## config.mk

```make
export PLATFORM = sky130hd
export DESIGN_NAME = fetch_sequencer
export DESIGN_NICKNAME = d
export VERILOG_FILES = /design/src/rtl/fetch_sequencer.sv
export SDC_FILE = /design/constraint.sdc
export NUM_CORES = 1
export LEC_CHECK = 0
export CORE_MARGIN = 10
export CORE_UTILIZATION = 60
export DETAILED_ROUTE_END_ITERATION = 12
export DONT_BUFFER_PORTS = 1
export HOLD_SLACK_MARGIN = 0.05
export PLACE_DENSITY = 0.8
export RECOVER_POWER = 100
export SYNTH_ARGS = -nofsm -noshare
export SYNTH_HDL_FRONTEND = slang
export SYNTH_SLANG_ARGS = --single-unit
```

## constraint.sdc

```tcl
create_clock -name clk -period 1.7 [get_ports clk]
set_input_delay 0.34 -clock clk [delete_from_list [all_inputs] [get_ports clk]]
set_output_delay 0.34 -clock clk [all_outputs]
set_load 0.1 [all_outputs]
```

## src/rtl/fetch_sequencer.sv

```systemverilog
`default_nettype none
// +----------------------------------------------------------------------------+
// | fetch_sequencer                                                            |
// | Owns the PC, drives the instruction-memory address, and registers the     |
// | returned word into a one-entry fetch register for decode.                 |
// | Optional: FETCH_PERF_CNT_EN adds cycle_count / retire_count outputs.      |
// | Revision: 1.0                                                              |
// +----------------------------------------------------------------------------+
module fetch_sequencer #(
  parameter int                INSTR_W  = 9,
  parameter int                ADDR_W   = 12,
  parameter logic [ADDR_W-1:0] START_PC = '0
) (
  input  logic               clk,
  input  logic               reset,
  input  logic               start,
  input  logic               stall,
  input  logic               branch_taken,
  input  logic [ADDR_W-1:0]  branch_target,
  input  logic               halt,
  input  logic [INSTR_W-1:0] imem_instruction,
  output logic [31:0]        current_pc,
  output logic [INSTR_W-1:0] instr,
  output logic [ADDR_W-1:0]  instr_pc,
  output logic               instr_valid,
  output logic               busy,
`ifdef FETCH_PERF_CNT_EN
  output logic [31:0]        cycle_count,
  output logic [31:0]        retire_count,
`endif
  output logic               done
);

  typedef enum logic [1:0] {
    S_IDLE = 2'd0,
    S_RUN  = 2'd1,
    S_HALT = 2'd2
  } state_t;

  state_t             r_state, w_state_nxt;
  logic [ADDR_W-1:0]  r_pc, w_pc_nxt;
  logic [INSTR_W-1:0] r_instr, w_instr_nxt;
  logic [ADDR_W-1:0]  r_instr_pc, w_instr_pc_nxt;
  logic               r_valid, w_valid_nxt;

  always_ff @(posedge clk or negedge reset) begin
    if (!reset) begin
      r_state    <= S_IDLE;
      r_pc       <= START_PC;
      r_instr    <= '0;
      r_instr_pc <= '0;
      r_valid    <= 1'b0;
    end else begin
      r_state    <= w_state_nxt;
      r_pc       <= w_pc_nxt;
      r_instr    <= w_instr_nxt;
      r_instr_pc <= w_instr_pc_nxt;
      r_valid    <= w_valid_nxt;
    end
  end

  always_comb begin
    w_state_nxt    = r_state;
    w_pc_nxt       = r_pc;
    w_instr_nxt    = r_instr;
    w_instr_pc_nxt = r_instr_pc;
    w_valid_nxt    = r_valid;
    case (r_state)
      S_IDLE, S_HALT: begin
        w_valid_nxt = 1'b0;
        if (start) begin
          w_state_nxt = S_RUN;
          w_pc_nxt    = START_PC;
        end
      end
      S_RUN: begin
        // Priority: halt, then branch (flushes wrong path, beats stall), then stall.
        if (halt) begin
          w_state_nxt = S_HALT;
          w_valid_nxt = 1'b0;
        end else if (branch_taken) begin
          w_pc_nxt    = branch_target;
          w_valid_nxt = 1'b0;
        end else if (!stall) begin
          w_instr_nxt    = imem_instruction;
          w_instr_pc_nxt = r_pc;
          w_valid_nxt    = 1'b1;
          w_pc_nxt       = r_pc + ADDR_W'(1);
        end
      end
      default: begin
        w_state_nxt = S_IDLE;
        w_pc_nxt    = START_PC;
        w_valid_nxt = 1'b0;
      end
    endcase
  end

  assign current_pc  = {{(32-ADDR_W){1'b0}}, r_pc};
  assign instr       = r_instr;
  assign instr_pc    = r_instr_pc;
  assign instr_valid = r_valid;
  assign busy        = (r_state == S_RUN);
  assign done        = (r_state == S_HALT);

`ifdef FETCH_PERF_CNT_EN
  logic [31:0] r_cycle_cnt, r_retire_cnt;
  logic        w_start_ok, w_retire;

  assign w_start_ok = start && (r_state != S_RUN);
  assign w_retire   = (r_state == S_RUN) && r_valid && !stall && !branch_taken && !halt;

  // Counters saturate rather than wrap.
  always_ff @(posedge clk or negedge reset) begin
    if (!reset) begin
      r_cycle_cnt  <= '0;
      r_retire_cnt <= '0;
    end else if (w_start_ok) begin
      r_cycle_cnt  <= '0;
      r_retire_cnt <= '0;
    end else begin
      if ((r_state == S_RUN) && (r_cycle_cnt != 32'hFFFF_FFFF))
        r_cycle_cnt <= r_cycle_cnt + 32'd1;
      if (w_retire && (r_retire_cnt != 32'hFFFF_FFFF))
        r_retire_cnt <= r_retire_cnt + 32'd1;
    end
  end

  assign cycle_count  = r_cycle_cnt;
  assign retire_count = r_retire_cnt;
`endif

endmodule
`default_nettype wire

```

==> metrics, run 1 <==
status completed; Fin. Hold Viols 0; GR Overflow Total 0; worst-margin pin slew 862 ps; Crit-path slowest cell dfrtp_1; final WL 4.71 mm; Worst Path Required 1360 ps; port buffer count 0; TritonCTS Buffers 5; DR iter-0 viols 79; CP arrival 1310 ps; post-synthesis compound-gate area fraction 0.142; Nets 276; row count 20; synthesis-stage register bit count 36; post-route DRC violation count 0; synthesized area 0.00188 sq mm; critical path class reg2out; Die Y-Extent 75.9 um; synth unique cells 36; Worst-Skew Late Latency 350 ps; io pins 83; ANT nets after route 0; Crit. End Element output port; width of the die 75.9 um; first-pass GRT wire length 7.67 mm; vias in the first global route 1546; register area share after synthesis 0.480; Post-Synth XOR/XNOR Area 0.00934; die area 0.00576 sq mm; pwr/cell area 1950 mW/mm^2; crit path max fanout 7; CP peak stage delay 400 ps; Synth Area in Simple Gates 0.211; Starting Density 0.619; clock buffer depth 2; core area 0.00303 sq mm; CTS tree done; largest net degree at the start of global routing 37; clk root buf clkbuf_4; Yosys top cell area share 0.480; Area Overhead vs Synth 13.2%; CTS sink cnt 36; Buf/Inv on CP 3; synth warn 0; Crit path max-delay family flip-flops; Final Setup Violations 0; Period minus WS final 1650 ps; Setup WS post-layout 46.6 ps; Synth Area in Adders 0.00667; WL/cell 16.1 um; Final Max Tran Viols 0; CTS H-tree depth 2; DP Wirelength 3.60 mm; Slew HR 0.426; fill count 265; Vias/cell 5.16; Avg Cell Area, Syn 9.02 sq um; Synth area leaders dfrtp_1 48%, nand2_1 11%, buf_4 8.0%; total negative slack 0 ps; initial antenna violation count 0; share of layout cells above drive strength 1 0.265; GRT Resource Usage Total 0.162; Worst IR Drop VDD 1.20 mV; Syn Inst Count 208; Max-Cap Viols 0; pre-CTS setup slack 90.3 ps; Worst-path clk slew 100 ps; Hold Worst Slack 78.4 ps; via count 1511; Placer Congestion 0.772; DR pass1 iterations 4; CP cell instances nand2b_1 > buf_6 > inv_2 > buf_12; Leak 1.08 nW; post-synth top area cell dfrtp_1; # diodes 0; mux cell area share after synthesis 0.0113; HP Class in2reg; fmax 605 MHz; part of the cycle the worst path needs 0.973; RSZ-0062 raised after global routing false; CP Launch Type register; clock skew 4.52 ps; largest family of logic cells by synthesized area simple AND/OR/NAND/NOR gates
-- cell usage in the layout (no fill, tap or decap), drive strengths merged, types with 3 or more instances in the layout --
| cell | n |
|---|---|
| nand2 | 56 |
| dfrtp | 36 |
| clkbuf | 35 |
| conb | 20 |
| o21ai | 15 |
| buf | 14 |
| inv | 9 |
| nand3 | 7 |
| o2bb2ai | 7 |
| nor2 | 6 |
| nor3 | 4 |
| a22oi | 4 |
| nor4 | 4 |
| a21oi | 3 |
| and3 | 3 |
| dlygate4sd3 | 3 |
-- kinds of logic (layout without fill, tap and decap cells) --
group                    after synthesis  in the layout
XOR/XNOR                               2              2
multiplexers                           2              2
AND/OR/NAND/NOR                       88             88
flip-flops                            36             36
buffers and inverters                 41             63
AO/OA/AOI/OAI                         37             37
other                                  1             20
adder cells (fa/ha/maj)                1              1
-- power by group --
| part | leakage (nW) | switching, mW | total, mW | internal, mW |
|---|---|---|---|---|
| combinational | 0.582 | 2.13 | 2.47 | 0.344 |
| sequential | 0.462 | 0.111 | 1.19 | 1.08 |
| clock | 0.0380 | 0.285 | 0.482 | 0.197 |
| total | 1.08 | 2.52 | 4.14 | 1.62 |
-- cell type report --
cell class	instances	area, sq um	share of cell area
clock inverter	2	10.0	0.00471
sequential	36	920	0.433
inverter	9	33.8	0.0159
timing repair buffer	46	280	0.132
clock buffer	6	51.3	0.0242
tap	44	55.1	0.0259
multi-input combinational	150	773	0.364
-- worst register-to-register path, stage by stage, from the launching register on --
cell and delay (ps):
dfrtp_1 400, nand2b_1 180, or4_4 570, buf_4 230, nand2_1 70, nand2_1 60
-- final timing paths --
| path | slack, ps | start | cells after the start | endpoint |
|---|---|---|---|---|
| worst max register to register | 90 | r_state[1]$_DFFE_PN0P_ | 5 | instr_pc[6]$_DFFE_PN0P_ |
| max in group asynchronous | 440 | reset | 2 | r_pc[1]$_DFFE_PN0P_ |
| min in group asynchronous | 630 | reset | 2 | instr_valid$_DFFE_PN0P_ |
| worst max-delay path | 50 | r_state[1]$_DFFE_PN0P_ | 4 | busy |
| worst min-delay path | 80 | stall | 1 | instr_valid$_DFFE_PN0P_ |
| worst min register to register | 490 | instr[3]$_DFFE_PN0P_ | 2 | instr[3]$_DFFE_PN0P_ |
-- cell usage after synthesis --
cell / n
nor3b_1: 1
nor3_1: 4
a22o_1: 2
or4_4: 1
buf_2: 5
o21ai_0: 13
and3_1: 3
and2b_1: 1
nor2b_1: 1
dfrtp_1: 36
o21ai_2: 2
nor4_2: 1
o2bb2ai_1: 7
nand2b_1: 2
conb_1: 1
nand3_1: 7
mux2i_1: 1
a21bo_2: 1
nand4_1: 1
mux2_2: 1
a2111oi_0: 1
nand2_1: 56
nor2_1: 6
o311ai_2: 1
clkbuf_1: 4
ha_1: 1
nor4_1: 3
inv_1: 9
o31ai_1: 1
buf_4: 20
buf_6: 3
xnor2_1: 2
or3_1: 1
o221ai_1: 2
a21oi_1: 3
a22oi_1: 4
-- flip-flops by register name, indices dropped and copies added (netlist names) --
| signal | flops |
|---|---|
| r_pc | 12 |
| instr | 9 |
| instr_valid | 1 |
| r_state | 2 |
| instr_pc | 12 |
-- metal layers --
layer	up-vias	global-route usage	routed length [um]
li1	739	-	-
met1	713	0.175	1810
met2	53	0.269	2390
met3	6	0.0755	442
met4	0	0.0606	65
met5	-	0	0
-- metrics by stage --
step	instances	instance area, sq um	power [mW]	utilization
floorplan	227	1970	3.33	-
global placement	280	2120	3.75	0.699
detailed placement	280	2120	3.79	0.699
CTS	293	2240	4.31	0.738
global route	293	2120	4.32	0.701
finish	293	2120	4.14	0.701
-- timing repair --
item	in CTS	in global routing
resized for setup	1	1
hold buffers	4	0
buffers inserted	1	0
endpoints found under the hold margin	37	0
gates cloned	0	0
endpoints found under the setup margin	1	1
(Power assumes the default switching activity.)
==> run 2, diff against run 1 <==
--- a/config.mk
+++ b/config.mk
@@ -6,11 +6,10 @@
 export NUM_CORES = 1
 export LEC_CHECK = 0
 export CORE_MARGIN = 10
-export CORE_UTILIZATION = 60
+export CORE_UTILIZATION = 42
 export DETAILED_ROUTE_END_ITERATION = 12
-export DONT_BUFFER_PORTS = 1
 export HOLD_SLACK_MARGIN = 0.05
-export PLACE_DENSITY = 0.8
+export PLACE_DENSITY = 0.84
 export RECOVER_POWER = 100
 export SYNTH_ARGS = -nofsm -noshare
 export SYNTH_HDL_FRONTEND = slang
==> run 2 against run 1 <==
Net effect: combinational power grew 7%; clock skew shrank 0.57 ps; final area up 24%; global-route usage decreased by 1.8 points; critical endpoint is now instr_pc[10]$_DFFE_PN0P_; largest power group unchanged.
==> metrics, run 2 (synthesized netlist as in run 1, its figures left out) <==
status completed (unchanged); final WL 5.47 mm (was 4.71 mm); Starting Density 0.431 (was 0.619); core area 0.00435 sq mm (was 0.00303 sq mm); clock skew 3.95 ps (was 4.52 ps); row count 24 (was 20); initial antenna violation count 0 (unchanged); worst-margin pin slew 904 ps (was 862 ps); Vias/cell 4.97 (was 5.16); via count 1670 (was 1511); part of the cycle the worst path needs 0.990 (was 0.973); Max-Cap Viols 0 (unchanged); DR pass1 iterations 6 (was 4); CP arrival 1840 ps (was 1310 ps); vias in the first global route 1746 (was 1546); Worst-path clk slew 70 ps (was 100 ps); Leak 1.28 nW (was 1.08 nW); clk root buf clkbuf_8 (was clkbuf_4); HP Class in2async (was in2reg); ANT nets after route 0 (unchanged); clock buffer depth 2 (unchanged); Die Y-Extent 86.8 um (was 75.9 um); dpl cells 326 (was 280); pwr/cell area 1700 mW/mm^2 (was 1950 mW/mm^2); Power Total 4.49 mW (was 4.14 mW); commonest cells after routing, fill and taps aside 56 x nand2_1, 30 x dfrtp_1, 25 x clkdlybuf4s50_1 (was 56 x nand2_1, 27 x clkbuf_2, 25 x dfrtp_1); largest net degree at the start of global routing 37 (unchanged); width of the die 86.8 um (was 75.9 um); io pins 83 (unchanged); Final Max Tran Viols 0 (unchanged); DP Area 0.00291 sq mm (was 0.00212 sq mm); port buffer count 62 (was 0); Crit. End Element register (was output port); Worst-Skew Late Latency 290 ps (was 350 ps); fin area 0.00264 sq mm (was 0.00212 sq mm); post-route DRC violation count 0 (unchanged); CP Launch Type primary input (was register); RSZ-0062 raised after global routing true (was false); Critical R2R Launch r_pc[4]$_DFFE_PN0P_ (was r_state[1]$_DFFE_PN0P_); total negative slack 0 ps (unchanged); crit path max fanout 15 (was 7); non-filler cells, final 336 (was 293); Worst IR Drop VDD 0.977 mV (was 1.20 mV); r2r worst-path depth 4 (was 5); CTS sink cnt 36 (unchanged); CTS H-tree depth 2 (unchanged); post-layout util 0.607 (was 0.701); die area 0.00754 sq mm (was 0.00576 sq mm); Slew HR 0.398 (was 0.426); Placer Congestion 0.862 (was 0.772); # diodes 0 (unchanged); Nets 311 (was 276); share of layout cells above drive strength 1 0.268 (was 0.265); Period minus WS final 1680 ps (was 1650 ps); critical path class in2reg (was reg2out); WL/cell 16.3 um (was 16.1 um); Area Overhead vs Synth 40.9% (was 13.2%); DR iter-0 viols 139 (was 79); flop-to-flop setup slack 120 ps (was 90 ps); Worst Path Required 1860 ps (was 1360 ps); DP Wirelength 4.29 mm (was 3.60 mm); Setup crit start branch_taken (was r_state[1]$_DFFE_PN0P_); TritonCTS Buffers 5 (unchanged); Final Setup Violations 0 (unchanged); first-pass GRT wire length 8.80 mm (was 7.67 mm); CTS tree done (unchanged); GRT Resource Usage Total 0.144 (was 0.162); commonest non-fill, non-tap cell in the layout nand2_1 (unchanged); Fin. Hold Viols 0 (unchanged); r2r endpoint r_pc[11]$_DFFE_PN0P_ (was instr_pc[6]$_DFFE_PN0P_); GR Overflow Total 0 (unchanged); fmax 594 MHz (was 605 MHz)
[run 2: critical path: stages]
cell	delay, ps
clkdlybuf4s50_1	470
or4_4	670
buf_6	200
nand2_1	70
o21ai_0	90
[run 2: how the worst max path moves through the flow]
stage / end / slack, ps
2_1_floorplan: r_pc[11]$_DFFE_PN0P_ / 20
3_3_place_gp: instr_pc[7]$_DFFE_PN0P_ / -220
3_5_place_dp: instr_pc[10]$_DFFE_PN0P_ / -330
4_1_cts: busy / 4
5_1_grt: instr_pc[10]$_DFFE_PN0P_ / -10
6_report: instr_pc[10]$_DFFE_PN0P_ / 20
[run 2: layer usage]
layer  share of wire  track usage  vias to the layer above  routed length, um
met2            0.49        0.240                       68               2660
met5               0            0                        -                  0
li1                -            -                      809                  -
met3            0.10       0.0553                        5                568
met4          0.0088       0.0412                        0                 48
met1            0.40        0.167                      788               2200
[run 2: cell type report]
type / instances / area (sq um)
Timing Repair Buffer: 81 / 752
Clock inverter: 1 / 5.00
Fill cell: 373 / 1710
Inverter: 9 / 33.8
Clock buffer: 7 / 76.3
Tap cell: 52 / 65.1
Sequential cell: 36 / 913
Multi-Input combinational cell: 150 / 797
[run 2: repair_timing]
item | 4_1_cts | 5_1_grt
gates resized for setup | 1 | 3
hold buffers | 0 | 0
setup buffers | 2 | 0
setup endpoints to repair | 2 | 16
[run 2: report_power, final]
| part | switching (mW) | internal [mW] | total, mW |
|---|---|---|---|
| Clock | 0.299 | 0.288 | 0.587 |
| Combinational | 2.13 | 0.507 | 2.64 |
| Sequential | 0.184 | 1.08 | 1.26 |
| Total | 2.62 | 1.87 | 4.49 |
[run 2: per-stage QoR]
stage                     setup WS, ps  hold slack, ps
final                             17.8             257
after global routing             -13.6             334
after CTS                         4.19            95.3
after detailed placement          -327             405
after global placement            -223             402
after floorplan                   23.2            44.4
==> patch 1 (settings of run 1) <==
The parameter `ADDR_W` goes from 12 to 10.
--- a/src/rtl/fetch_sequencer.sv
+++ b/src/rtl/fetch_sequencer.sv
@@ -8,7 +8,7 @@
 // +----------------------------------------------------------------------------+
 module fetch_sequencer #(
   parameter int                INSTR_W  = 9,
-  parameter int                ADDR_W   = 12,
+  parameter int                ADDR_W   = 10,
   parameter logic [ADDR_W-1:0] START_PC = '0
 ) (
   input  logic               clk,
Interface: changed (resized branch_target and instr_pc); port bits go from 83 to 79. The function was not compared with the original's and may differ.
==> patch 1 against run 1 <==
The flow now finishes with violations (negative setup slack); largest cell class unchanged; die area down 7.3%; setup slack worse by 0.16 ns; global-route usage up 1.5 points; wire length up 2.2%; sequential cell count down 4; register-to-register slack worse by 0.20 ns; critical path type is now reg -> reg; hold slack worse by 0.0040 ns; first-iteration DRC count up 91%; power down 3.8%; design area up 2.7%; area after synthesis down 9.9%; sequential power down 12%; final cell count down 5.5%.
==> patch 1: results (changes against run 1) <==
status finished, violations left (was finished, final reports clean); failing checks negative setup slack; CP top delay family simple AND/OR/NAND/NOR gates (was flip-flops); Hold Path Class in -> reg (unchanged); DR iter-0 viols 151 (was 79); hold path start branch_taken (was stall); drt pass-1 iters 6 (was 4); critical path's largest stage delay 0.49 ns (was 0.40 ns); Post-synth top cells nand2_1 (50), dfrtp_1 (32), buf_4 (23), inv_1 (7), nor3_1 (7) (was nand2_1 (56), dfrtp_1 (36), buf_4 (20), o21ai_0 (13), inv_1 (9)); hold path cells 1 (unchanged); largest net degree at the start of global routing 33 (was 37); crit path max-delay cell type or4_4 (was dfrtp_1); Yosys warnings 0 (unchanged); Final Non-Filler Cells 277 (was 293); ANT cells 0 (unchanged); setup total negative slack -0.112 ns (was 0 ns); Yosys cell types 38 (was 36); number of global-route vias before repair 1519 (was 1546); Post-synth ARST share 100% (unchanged); layout cells sized above 1 36.2% (was 26.5%); drt wl/cell 17.4 µm (was 16.1 µm); antenna violations before repair 0 (unchanged); Cells after DPL 264 (was 280); Worst R2R Path Depth 5 (unchanged); crit path max fanout 2 (was 7); Avg Synthesized Cell Area 8.85 µm² (was 9.02 µm²); Static Leak 0.00111 µW (was 0.00108 µW); CTS Buf Count 5 (unchanged); first-pass GRT wire length 7.51 mm (was 7.67 mm); drt via density 5.57 (was 5.16); HPWL after DPL 3.63 mm (was 3.60 mm); nets 271 (was 276); Seq/Total Area, Yosys 47.4% (was 48.0%); Synth area leaders dfrtp_1 (47%), nand2_1 (11%), buf_4 (10%), nor3_1 (2.1%), a21oi_1 (1.8%) (was dfrtp_1 (48%), nand2_1 (11%), buf_4 (8.0%), o21ai_0 (3.5%), o2bb2ai_1 (3.3%)); routability cong. 0.950 (was 0.772); PortBufs 0 (unchanged); critical path type reg -> reg (was reg -> out); Clock Skew 0.00810 ns (was 0.00452 ns); Clock Pin Slew Worst Setup and Hold Paths 0.10 ns (about the same); Tightest Pin Transition 0.789 ns (was 0.862 ns); H-tree depth 2 (unchanged); worst flop-to-flop path startpoint r_pc[0] (was r_state[1]); RR Endpoint r_pc[8] (was instr_pc[6]); Tot GR Track Use 17.7% (was 16.2%); Hold WS 0.0744 ns (was 0.0784 ns); Max VDD drop 2.56 mV (was 1.20 mV); post-route setup slack -0.109 ns (was 0.0466 ns); crit path DAT 2.03 ns (was 1.31 ns); setup violators final 2 (was 0)
[patch 1: cell types whose count changed after synthesis, sizes merged, moves of 3 or more]
cell     before  now
a211o         0    3
a211oi        0    3
a21oi         3    6
a22oi         4    0
dfrtp        36   32
nand2        56   50
nor3          4    7
o21ai        15    5
o22ai         0    4
o2bb2ai       7    0
[patch 1: worst max-delay path by stage]
stage	endpoint	slack, ns	cells past startpoint
2_1_floorplan	r_pc[8]	-0.41	5
3_3_place_gp	r_pc[8]	-0.11	5
3_5_place_dp	r_pc[8]	-0.19	5
4_1_cts	r_pc[8]	-0.1	5
5_1_grt	r_pc[8]	-0.15	5
6_report	r_pc[8]	-0.11	5
[patch 1: through the flow]
step                      area (µm²)  power (µW)  worst slack (ns)  util [%]
after floorplan                 1860        3030            -0.412         -
after global placement          2060        3430            -0.110      75.5
after detailed placement        2060        3470            -0.186      75.5
after CTS                       2210        4080           -0.0961      80.8
after global routing            2180        4140            -0.150      79.7
final                           2180        3980            -0.109      79.7
[patch 1: per-layer routing]
| metal | vias up | global-route usage [%] | wire (µm) | part of all wire [%] |
|---|---|---|---|---|
| li1 | 716 | - | - | - |
| met1 | 737 | 18.7 | 1700 | 35 |
| met2 | 76 | 30.6 | 2460 | 51 |
| met3 | 13 | 8.16 | 572 | 12 |
| met4 | 0 | 5.06 | 87 | 1.8 |
| met5 | - | 0 | 0 | 0 |
[patch 1: layout make-up]
cell class	count	area [µm²]
timing repair buffer	57	407
clock inverter	2	35.0
multi-input combinational	142	803
clock buffer	6	41.3
sequential	32	825
inverter	7	30.0
fill	188	554
tap	31	38.8
[patch 1: kinds of logic (layout without fill, tap and decap cells)]
| kind of cell | Yosys count | in the layout | synth area share [%] |
|---|---|---|---|
| simple gates | 85 | 85 | 22.7 |
| buf+inv | 38 | 72 | 14.4 |
| flops | 32 | 32 | 47.4 |
| compound gates | 30 | 30 | 12.1 |
| mux | 4 | 4 | 2.52 |
| fa+ha+maj | 1 | 1 | 0.740 |
| other cells | 1 | 22 | 0.222 |
[patch 1: worst register-to-register path: cells and delay by family, from the launching register on]
kind / cells / cell delay [ns]
simple gates: 2 / 0.59
compound gates: 2 / 0.54
flops: 1 / 0.44
fa+ha+maj: 1 / 0.14
[patch 1: power by group]
| part | total, µW | internal, µW | switching [µW] | leakage [µW] |
|---|---|---|---|---|
| Clock | 568 | 308 | 259 | 0.0000422 |
| Sequential | 1050 | 958 | 91.8 | 0.000411 |
| Combinational | 2360 | 382 | 1980 | 0.000656 |
[patch 1: timing repair]
item / 4_1_cts / 5_1_grt
endpoints found under the setup margin: 18 / 23
buffers inserted: 1 / 2
hold buffers: 2 / 0
pin swaps: 2 / 2
resized for setup: 5 / 11
hold endpoints to repair: 32 / 0
==> patch 2 (config.mk and constraints of run 1) <==
Without the edit above. `r_instr_pc` no longer has a reset.
--- a/src/rtl/fetch_sequencer.sv
+++ b/src/rtl/fetch_sequencer.sv
@@ -48,15 +48,17 @@
       r_state    <= S_IDLE;
       r_pc       <= START_PC;
       r_instr    <= '0;
-      r_instr_pc <= '0;
       r_valid    <= 1'b0;
     end else begin
       r_state    <= w_state_nxt;
       r_pc       <= w_pc_nxt;
       r_instr    <= w_instr_nxt;
-      r_instr_pc <= w_instr_pc_nxt;
       r_valid    <= w_valid_nxt;
     end
+  end
+
+  always_ff @(posedge clk) begin
+    r_instr_pc <= w_instr_pc_nxt;
   end
 
   always_comb begin
Function: differs if reset is asserted again (counterexample within 4 cycles, from zero or initial values and one cycle with reset low); with reset held inactive, the same outputs for 10 cycles.
==> patch 2 against run 1 <==
Largest cell class unchanged; die area down 3.3%; core utilization up 3.2 points; power down 13%; setup slack better by 0.0083 ns; area after synthesis down 4.5%; wire length down 4.9%; first-iteration DRC count up 71%; design area down 3.1%; sequential cell count unchanged.
==> patch 2: results (changes against run 1) <==
Tightest Pin Transition 0.615 ns (was 0.862 ns); drt wl/cell 18.1 µm (was 16.1 µm); status finished, final reports clean (unchanged); Worst Setup SP r_pc[0] (was r_state[1]); Yosys cell types 38 (was 36); setup slack, reg-to-reg 0.07 ns (was 0.09 ns); drt via density 5.58 (was 5.16); Seq/Total Area, Yosys 53.6% (was 48.0%); DR iter-0 viols 135 (was 79); CP top delay family buffers and inverters (was flip-flops); critical path's largest stage delay 0.50 ns (was 0.40 ns); Post-CTS Setup Inserts 0 (was 1); RR Endpoint r_pc[7] (was instr_pc[6]); Hold EP instr[4] (was instr_valid); Synth area leaders dfrtp_1 (34%), edfxtp_1 (20%), buf_4 (8.4%), nand2_1 (6.3%), o2bb2ai_1 (3.4%) (was dfrtp_1 (48%), nand2_1 (11%), buf_4 (8.0%), o21ai_0 (3.5%), o2bb2ai_1 (3.3%)); hold path start imem_instruction[4] (was stall); Max VDD drop 1.04 mV (was 1.20 mV); Post-synth top cells nand2_1 (30), dfrtp_1 (24), buf_4 (20), edfxtp_1 (12), inv_1 (9) (was nand2_1 (56), dfrtp_1 (36), buf_4 (20), o21ai_0 (13), inv_1 (9)); Static Leak 0.000955 µW (was 0.00108 µW); Clock Skew 0.0139 ns (was 0.00452 ns); routability cong. 0.780 (was 0.772); Critical Path Sink current_pc[0] (was busy); crit path max-delay cell type clkbuf_2 (was dfrtp_1); largest net degree at the start of global routing 25 (was 37); Post-synth ARST share 66.7% (was 100%); nets 244 (was 276); crit path max fanout 4 (was 7); number of global-route vias before repair 1455 (was 1546); layout cells sized above 1 30.0% (was 26.5%); DP Worst Slack 0.0265 ns (was 0.0903 ns); Post-synth EDFFs 12 (was 0); Yosys warnings 0 (unchanged); HPWL after DPL 3.42 mm (was 3.60 mm); Post-CTS Hold Fix Bufs 2 (was 4); first-pass GRT wire length 6.97 mm (was 7.67 mm); fillers 208 (was 265); Tot GR Track Use 16.1% (was 16.2%); Tcrit/Tclk final 96.8% (was 97.3%)
## patch 2: changes by cell type after synthesis, sizes merged
| cell | delta |
|---|---|
| nor2b | +1 |
| buf | -3 |
| clkbuf | -1 |
| dfrtp | -12 |
| nand2 | -26 |
| and2b | -1 |
| inv | +1 |
| nor4 | -1 |
| o21ai | -5 |
| edfxtp | +12 |
## patch 2: metal layers
metal,share of wire [%],vias to the layer above,global-route usage (%)
met5,0,-,0
met4,0.89,0,4.62
met3,11,8,8.67
met2,48,78,25.6
met1,40,651,18.6
li1,-,648,-
## patch 2: per-stage QoR
| stage | util (%) | power [µW] | hold WS [ns] | std cells | instance area [µm²] |
|---|---|---|---|---|---|
| floorplan | - | 2840 | 0.0444 | 192 | 1880 |
| global placement | 72.2 | 3150 | 0.0452 | 235 | 2020 |
| detailed placement | 72.2 | 3180 | 0.0452 | 235 | 2020 |
| CTS | 75.3 | 3680 | 0.0564 | 245 | 2110 |
| global route | 73.3 | 3730 | 0.0697 | 248 | 2060 |
| finish | 73.3 | 3590 | 0.0887 | 248 | 2060 |
## patch 2: logic make-up (layout without fill, tap and decap cells)
kind of cell    after synthesis  after routing  synth area share, %
buf+inv                      38             63                 13.9
mux                           2              2                 1.19
compound gates               32             32                 13.4
fa+ha+maj                     1              1                0.698
simple gates                 61             61                 16.0
flops                        36             36                 53.6
xor+xnor                      2              2                0.978
other cells                   1             20                0.209
## patch 2: area by class of cell
cell class	count	area, µm²	area share, %
Inverter	10	38.8	1.89
Multi-Input combinational cell	118	652	31.7
Timing Repair Buffer	45	290	14.1
Tap cell	31	38.8	1.89
Sequential cell	36	978	47.6
Clock buffer	8	58.8	2.86
## patch 2: power breakdown
part	switching, µW	leakage [µW]	internal (µW)
combinational	1650	0.000511	287
sequential	94.1	0.000412	1070
clock	283	0.0000326	204
